$ cat config.mk
export PLATFORM = sky130hd
export DESIGN_NAME = cancid_pkt_dispatch
export DESIGN_NICKNAME = d
export VERILOG_FILES = /design/src/rtl/cancid_dispatch_pkg.sv /design/src/rtl/cancid_stream_table.sv /design/src/rtl/cancid_pkt_dispatch.sv
export SDC_FILE = /design/constraint.sdc
export NUM_CORES = 2
export LEC_CHECK = 0
export CAP_MARGIN = 20
export CORE_MARGIN = 5
export CORE_UTILIZATION = 30
export DETAILED_ROUTE_END_ITERATION = 6
export GPL_TIMING_DRIVEN = 0
export PLACE_DENSITY = 0.46
export SYNTH_ARGS = -nofsm -noshare
export SYNTH_HDL_FRONTEND = slang
export SYNTH_SLANG_ARGS = --single-unit
$ cat constraint.sdc
create_clock -name clk -period 8.2 [get_ports clk]
set_input_delay 2.05 -clock clk [delete_from_list [all_inputs] [get_ports clk]]
set_output_delay 2.05 -clock clk [all_outputs]
set_load 0.1 [all_outputs]
$ cat src/rtl/cancid_dispatch_pkg.sv
// Shared types for the packet dispatch front end: FSM states, stream-table
// geometry and the per-packet result record.
package cancid_dispatch_pkg;

    localparam int NUM_STREAMS = 64;
    localparam int SID_W       = 6;
    // Widest category vector a result record can carry; instances use the low NUM_CAT bits.
    localparam int MAX_CAT     = 32;

    typedef enum logic [2:0] {
        IDLE,
        LOOKUP,
        LOAD,
        GAP,
        STREAM,
        DRAIN,
        EOP,
        RESULT
    } state_e;

    typedef struct packed {
        logic [SID_W-1:0]   sid;
        logic               is_new;
        logic [MAX_CAT-1:0] match;
    } res_t;

endpackage

$ cat src/rtl/cancid_stream_table.sv
// Flow-key CAM with valid bits, free-slot/round-robin allocation and the
// per-stream category enable memory (cfg port has priority over allocation).
module cancid_stream_table
    import cancid_dispatch_pkg::*;
#(
    parameter int                 NUM_CAT    = 8,
    parameter int                 KEY_W      = 32,
    parameter logic [NUM_CAT-1:0] DEFAULT_EN = '1
) (
    input  logic               clk,
    input  logic               rst,
    input  logic               lkp_en,
    input  logic [KEY_W-1:0]   lkp_key,
    output logic [SID_W-1:0]   lkp_sid,
    output logic               lkp_new,
    input  logic               cfg_we,
    input  logic [SID_W-1:0]   cfg_addr,
    input  logic [NUM_CAT-1:0] cfg_en,
    input  logic [SID_W-1:0]   rd_sid,
    output logic [NUM_CAT-1:0] rd_en
);

    logic [NUM_STREAMS-1:0]              vld_q, vld_d;
    logic [NUM_STREAMS-1:0][KEY_W-1:0]   key_q;
    logic [NUM_STREAMS-1:0][NUM_CAT-1:0] en_q;
    logic [SID_W-1:0]                    rp_q, rp_d;

    logic [NUM_STREAMS-1:0] hit_vec;
    logic                   hit, has_free, alloc;
    logic [SID_W-1:0]       hit_idx, free_idx;

    always_comb begin
        for (int i = 0; i < NUM_STREAMS; i++) begin
            hit_vec[i] = vld_q[i] && (key_q[i] == lkp_key);
        end
    end

    // Descending scan so the lowest matching / lowest free index wins.
    always_comb begin
        hit      = 1'b0;
        hit_idx  = '0;
        has_free = 1'b0;
        free_idx = '0;
        for (int i = NUM_STREAMS - 1; i >= 0; i--) begin
            if (hit_vec[i]) begin
                hit     = 1'b1;
                hit_idx = SID_W'(i);
            end
            if (!vld_q[i]) begin
                has_free = 1'b1;
                free_idx = SID_W'(i);
            end
        end
    end

    always_comb begin
        vld_d   = vld_q;
        rp_d    = rp_q;
        lkp_new = !hit;
        alloc   = lkp_en && !hit;
        if (hit) begin
            lkp_sid = hit_idx;
        end else if (has_free) begin
            lkp_sid = free_idx;
        end else begin
            lkp_sid = rp_q;
        end
        if (alloc) begin
            vld_d[lkp_sid] = 1'b1;
            if (!has_free) begin
                rp_d = rp_q + SID_W'(1);
            end
        end
    end

    always_ff @(posedge clk) begin
        if (rst) begin
            vld_q <= '0;
            rp_q  <= '0;
        end else begin
            vld_q <= vld_d;
            rp_q  <= rp_d;
        end
    end

    // Key and enable storage carry no reset; validity alone qualifies them.
    always_ff @(posedge clk) begin
        if (alloc) begin
            key_q[lkp_sid] <= lkp_key;
            en_q[lkp_sid]  <= DEFAULT_EN;
        end
        if (cfg_we) begin
            en_q[cfg_addr] <= cfg_en;
        end
    end

    assign rd_en = en_q[rd_sid];

endmodule

$ cat src/rtl/cancid_pkt_dispatch.sv
// Packet front end for a bank of category matchers: maps flow keys to stream
// slots, sequences load/stream/eop on the shared bus and reports one result per packet.
module cancid_pkt_dispatch
    import cancid_dispatch_pkg::*;
#(
    parameter int                 NUM_CAT    = 8,
    parameter int                 KEY_W      = 32,
    parameter logic [NUM_CAT-1:0] DEFAULT_EN = '1
) (
    input  logic               clk,
    input  logic               rst,
    input  logic               in_valid,
    output logic               in_ready,
    input  logic [7:0]         in_data,
    input  logic               in_sop,
    input  logic               in_eop,
    input  logic [KEY_W-1:0]   in_key,
    input  logic               cfg_we,
    input  logic [SID_W-1:0]   cfg_addr,
    input  logic [NUM_CAT-1:0] cfg_en,
    output logic [7:0]         char_in,
    output logic               char_in_vld,
    output logic               load_state,
    output logic [SID_W-1:0]   stream_id,
    output logic               new_stream_id,
    output logic [NUM_CAT-1:0] enable,
    output logic               eop,
    input  logic [NUM_CAT-1:0] fired,
    output logic               res_vld,
    output logic [SID_W-1:0]   res_sid,
    output logic               res_new,
    output logic [NUM_CAT-1:0] res_match,
    output logic [15:0]        pkt_cnt,
    output logic [15:0]        drop_cnt
);

    state_e             state_q, state_d;
    logic [KEY_W-1:0]   key_q, key_d;
    logic [SID_W-1:0]   sid_q, sid_d;
    logic               new_q, new_d;
    logic               first_q, first_d;
    logic               tail_q, tail_d;
    logic [7:0]         char_q, char_d;
    logic               char_vld_q, char_vld_d;
    res_t               res_q, res_d;
    logic [15:0]        pkt_q, pkt_d;
    logic [15:0]        drop_q, drop_d;

    logic               lkp_en, tbl_new;
    logic [SID_W-1:0]   tbl_sid;
    logic [NUM_CAT-1:0] tbl_en;
    logic               active;
    logic               res_unused;

    cancid_stream_table #(
        .NUM_CAT    (NUM_CAT),
        .KEY_W      (KEY_W),
        .DEFAULT_EN (DEFAULT_EN)
    ) u_table (
        .clk      (clk),
        .rst      (rst),
        .lkp_en   (lkp_en),
        .lkp_key  (key_q),
        .lkp_sid  (tbl_sid),
        .lkp_new  (tbl_new),
        .cfg_we   (cfg_we),
        .cfg_addr (cfg_addr),
        .cfg_en   (cfg_en),
        .rd_sid   (sid_q),
        .rd_en    (tbl_en)
    );

    always_comb begin
        state_d    = state_q;
        key_d      = key_q;
        sid_d      = sid_q;
        new_d      = new_q;
        first_d    = first_q;
        tail_d     = tail_q;
        char_d     = char_q;
        char_vld_d = 1'b0;
        res_d      = res_q;
        pkt_d      = pkt_q;
        drop_d     = drop_q;
        in_ready   = 1'b0;
        lkp_en     = 1'b0;
        load_state = 1'b0;
        eop        = 1'b0;
        res_vld    = 1'b0;
        case (state_q)
            IDLE: begin
                // The sop beat is stalled here and accepted later as the first byte.
                if (in_valid && in_sop) begin
                    key_d   = in_key;
                    state_d = LOOKUP;
                end else if (in_valid) begin
                    in_ready = 1'b1;
                    drop_d   = drop_q + 16'd1;
                end
            end
            LOOKUP: begin
                lkp_en  = 1'b1;
                sid_d   = tbl_sid;
                new_d   = tbl_new;
                state_d = LOAD;
            end
            LOAD: begin
                load_state = 1'b1;
                first_d    = 1'b1;
                tail_d     = 1'b0;
                state_d    = GAP;
            end
            GAP: begin
                state_d = STREAM;
            end
            STREAM: begin
                // After the last byte, stay one cycle so it clears the byte register.
                if (tail_q) begin
                    state_d = DRAIN;
                end else begin
                    in_ready = 1'b1;
                    if (in_valid) begin
                        char_d     = in_data;
                        char_vld_d = 1'b1;
                        first_d    = 1'b0;
                        if (in_sop && !first_q) begin
                            drop_d = drop_q + 16'd1;
                        end
                        if (in_eop) begin
                            tail_d = 1'b1;
                        end
                    end
                end
            end
            DRAIN: begin
                state_d = EOP;
            end
            EOP: begin
                eop          = 1'b1;
                res_d.sid    = sid_q;
                res_d.is_new = new_q;
                res_d.match  = MAX_CAT'(fired & tbl_en);
                state_d      = RESULT;
            end
            RESULT: begin
                res_vld = 1'b1;
                pkt_d   = pkt_q + 16'd1;
                state_d = IDLE;
            end
            default: state_d = IDLE;
        endcase
    end

    always_ff @(posedge clk) begin
        if (rst) begin
            state_q    <= IDLE;
            key_q      <= '0;
            sid_q      <= '0;
            new_q      <= 1'b0;
            first_q    <= 1'b0;
            tail_q     <= 1'b0;
            char_q     <= '0;
            char_vld_q <= 1'b0;
            res_q      <= '0;
            pkt_q      <= '0;
            drop_q     <= '0;
        end else begin
            state_q    <= state_d;
            key_q      <= key_d;
            sid_q      <= sid_d;
            new_q      <= new_d;
            first_q    <= first_d;
            tail_q     <= tail_d;
            char_q     <= char_d;
            char_vld_q <= char_vld_d;
            res_q      <= res_d;
            pkt_q      <= pkt_d;
            drop_q     <= drop_d;
        end
    end

    assign active = (state_q == LOAD) || (state_q == GAP) || (state_q == STREAM)
                 || (state_q == DRAIN) || (state_q == EOP);

    assign char_in       = char_q;
    assign char_in_vld   = char_vld_q;
    assign stream_id     = active ? sid_q  : '0;
    assign new_stream_id = active ? new_q  : 1'b0;
    assign enable        = active ? tbl_en : '0;
    assign res_sid       = res_vld ? res_q.sid                 : '0;
    assign res_new       = res_vld ? res_q.is_new              : 1'b0;
    assign res_match     = res_vld ? res_q.match[NUM_CAT-1:0]  : '0;
    assign pkt_cnt       = pkt_q;
    assign drop_cnt      = drop_q;
    assign res_unused    = ^res_q;

endmodule

==> flow_metrics.tcl <==
set metrics [dict create \
    met2_usage 0.406 \
    maxCapViolations 0 \
    fin_skew_ns 0.0932 \
    tns_ns -4.89 \
    status "finished, violations left" \
    n_fill_cell 37122 \
    synth-seq-cells 2730 \
    final_layout_size_suffix_gt1_frac 0.125 \
    drcViolationCount 0 \
    synth_flop_cell "edfxtp_1" \
    arrival_ns 8.83 \
    final_cell_mix "edfxtp_1 (2,048), xnor2_1 (1,664), nor2_1 (1,006)" \
    clockBufferDepth 4 \
    synthesis.area_sq_mm 0.116 \
    antenna_found_initial 67 \
    fin_crit_ns 8.29 \
    synthToLayoutAreaGrowth_pct 19.0 \
    setup_viol 130 \
    gp_congestion 0.927 \
    rows 228 \
    start_util 0.301 \
    syn_avg_cell_area_sq_um 13.2 \
    slew_violations 0 \
    tightest_slew_ns 1.20 \
    use_met1 0.344 \
    hold_path_depth 2 \
    busiest_layer "met2" \
    io_buffers 132 \
    final_cells 14746 \
    r2r_cells 17 \
    hold_violations 0 \
    clk_latency_ns 0.95 \
    clk_pin_slew_ns 0.06 \
    met3_usage 0.0442 \
    synth_cell_types 71 \
    setup_ws_ns -0.0878 \
    cts_root_buffer "clkbuf_16" \
    total_power_uw 37200 \
    hpwlAfterDp_um 341000 \
    violations "setup timing" \
    ant_nets 0 \
    place_inst 14133 \
    cts_buffers 313 \
    die_area_sq_mm 0.399 \
    grt_pass1_wl_um 685000 \
    path_class "reg2reg" \
    placed_area_sq_mm 0.127 \
    yosysSeqAreaShare 0.649 \
    crit_required_ns 8.74 \
    period_share 1.01 \
    cts-htree-levels 5 \
    cp-end-kind "register" \
    synth_cells 8791 \
    vias_per_cell 5.38 \
    total_leakage_power_uw 0.0452 \
    syn-num-nets 8866 \
    grt_max_degree 39 \
    hp-class "reg2reg" \
    die_w_um 631 \
    ir_worst_vdd_mv 0.273 \
    drt_iter0_markers 11480 \
    yosys_warnings 0 \
    die_y_um 631 \
    wl_per_cell_um 35.4 \
    p_per_area_mw_per_mm2 269 \
    cts_tree "built" \
    fp.coreArea_sq_mm 0.385 \
    clock.fmax_mhz 121 \
    grt_use_total 0.252 \
    relSlewSlack 0.194 \
    async_flop_share 0 \
    first_global_vias 75076 \
    routed-via-count 79306 \
    final_common_cell "edfxtp_1" \
    wl_um 522000 \
    startpoint_type "register" \
    utilization 0.358 \
    overflow 0 \
    fin_area_sq_mm 0.138 \
    cts_sinks 2730 \
    synth-edff-count 2048 \
    first_pass_iters 6 \
    num-nets-final 9501 \
    worstPathMaxFanout 32 \
    num_io_pins 143 \
]
## metal layers
| metal | up-vias | wire length [um] |
|---|---|---|
| met2 | 4239 | 239000 |
| met4 | 14 | 19700 |
| met3 | 840 | 45800 |
| met5 | - | 92 |
| li1 | 32679 | - |
| met1 | 41534 | 217000 |
## logic make-up (layout without fill, tap and decap cells)
family                     count (synthesis)  in the layout  share of synthesized area
buffers and inverters                    716           1588                     0.0285
other                                      0             19                          0
DFF                                     2730           2730                      0.649
muxes                                    171            171                     0.0329
adders and majority gates                  7              7                   0.000756
and+or+nand+nor                         2314           2318                     0.0951
AOI/OAI and AO/OA                        789            789                     0.0382
xor gates and xnor gates                2064           2064                      0.156
## synth_stat cells (49+ instances only)
master       n  area [sq um]
a21oi_1    485          2430
clkbuf_1   151           567
nor4_1     152           951
xor2_1     400          3500
nor2_1    1037          3890
edfxtp_1  2048         61500
buf_2      114           571
inv_1      296          1110
nand3_1    147           736
dfxtp_1    682         13700
xnor2_1   1664         14600
nand4_1    447          2800
mux4_2     168          3780
buf_4      119           893
nand2_1    304          1140
a31oi_1    199          1240
nor3_1      49           245
## final timing paths
path / endpoint / from / slack, ns
max: u_table.key_q[2027]$_DFFE_PP_ / key_q[16]$_SDFFE_PP0P_ / -0.09
min: res_q[32]$_SDFFE_PP0P_ / res_q[32]$_SDFFE_PP0P_ / 0.45
max reg2reg: u_table.key_q[2027]$_DFFE_PP_ / key_q[16]$_SDFFE_PP0P_ / -0.09
min reg2reg: res_q[32]$_SDFFE_PP0P_ / res_q[32]$_SDFFE_PP0P_ / 0.45
## stage by stage
stage          setup slack [ns]  hold WS [ns]
2_1_floorplan              1.83         0.428
3_3_place_gp              -7.35         0.437
3_5_place_dp              -1.38         0.442
4_1_cts                 -0.0276         0.450
5_1_grt                -0.00897         0.470
6_report                -0.0878         0.451
## state kept, by name (all words and copies together) (netlist names)
signal,cells
u_table.en_q,512
drop_cnt,16
pkt_cnt,16
u_table.key_q,2048
char_in,8
key_q,32
res_q,15
state_q,3
char_in_vld,1
first_q,1
sid_q,6
u_table.vld_q,64
u_table.rp_q,6
new_q,1
tail_q,1
## what timing repair did
action | in CTS | in global routing
hold buffers | 0 | 0
setup endpoints to repair | 2327 | 1094
pin swaps | 6 | 7
buffers inserted | 18 | 8
cloned | 4 | 1
resized for setup | 126 | 46
## worst max-delay path: stages, from the launching register on
cell	delay, ns
dfxtp_4	0.60
buf_2	0.24
buf_2	0.74
buf_4	0.53
buf_2	0.66
o22ai_1	0.17
a211oi_2	0.66
nand4_1	0.45
nand4_1	0.30
o21bai_1	0.15
a21oi_1	0.11
a2111o_1	0.45
a311oi_4	0.55
o22ai_1	0.19
nor2_1	0.24
buf_2	0.41
nand2_1	0.40
nor2_4	0.87
## cell type report
type,instances,area [sq um],share of cell area
diodes,19,47.5,0.000345
clock inverters,124,1150,0.00831
flip-flops and latches,2730,75300,0.546
inverters,296,1250,0.00908
clock buffers,432,8670,0.0629
multi-input cells,5349,38000,0.275
repair buffers,316,4870,0.0353
plain buffers,419,2340,0.0170
repair inverters,1,7.51,0.0000544
well taps,5060,6330,0.0459
## where the power goes
| part | internal (uW) | switching (uW) |
|---|---|---|
| Clock | 7900 | 5900 |
| Combinational | 2320 | 4950 |
| Sequential | 15600 | 506 |
| Total | 25800 | 11400 |
Power figures use the tool's default switching activity.
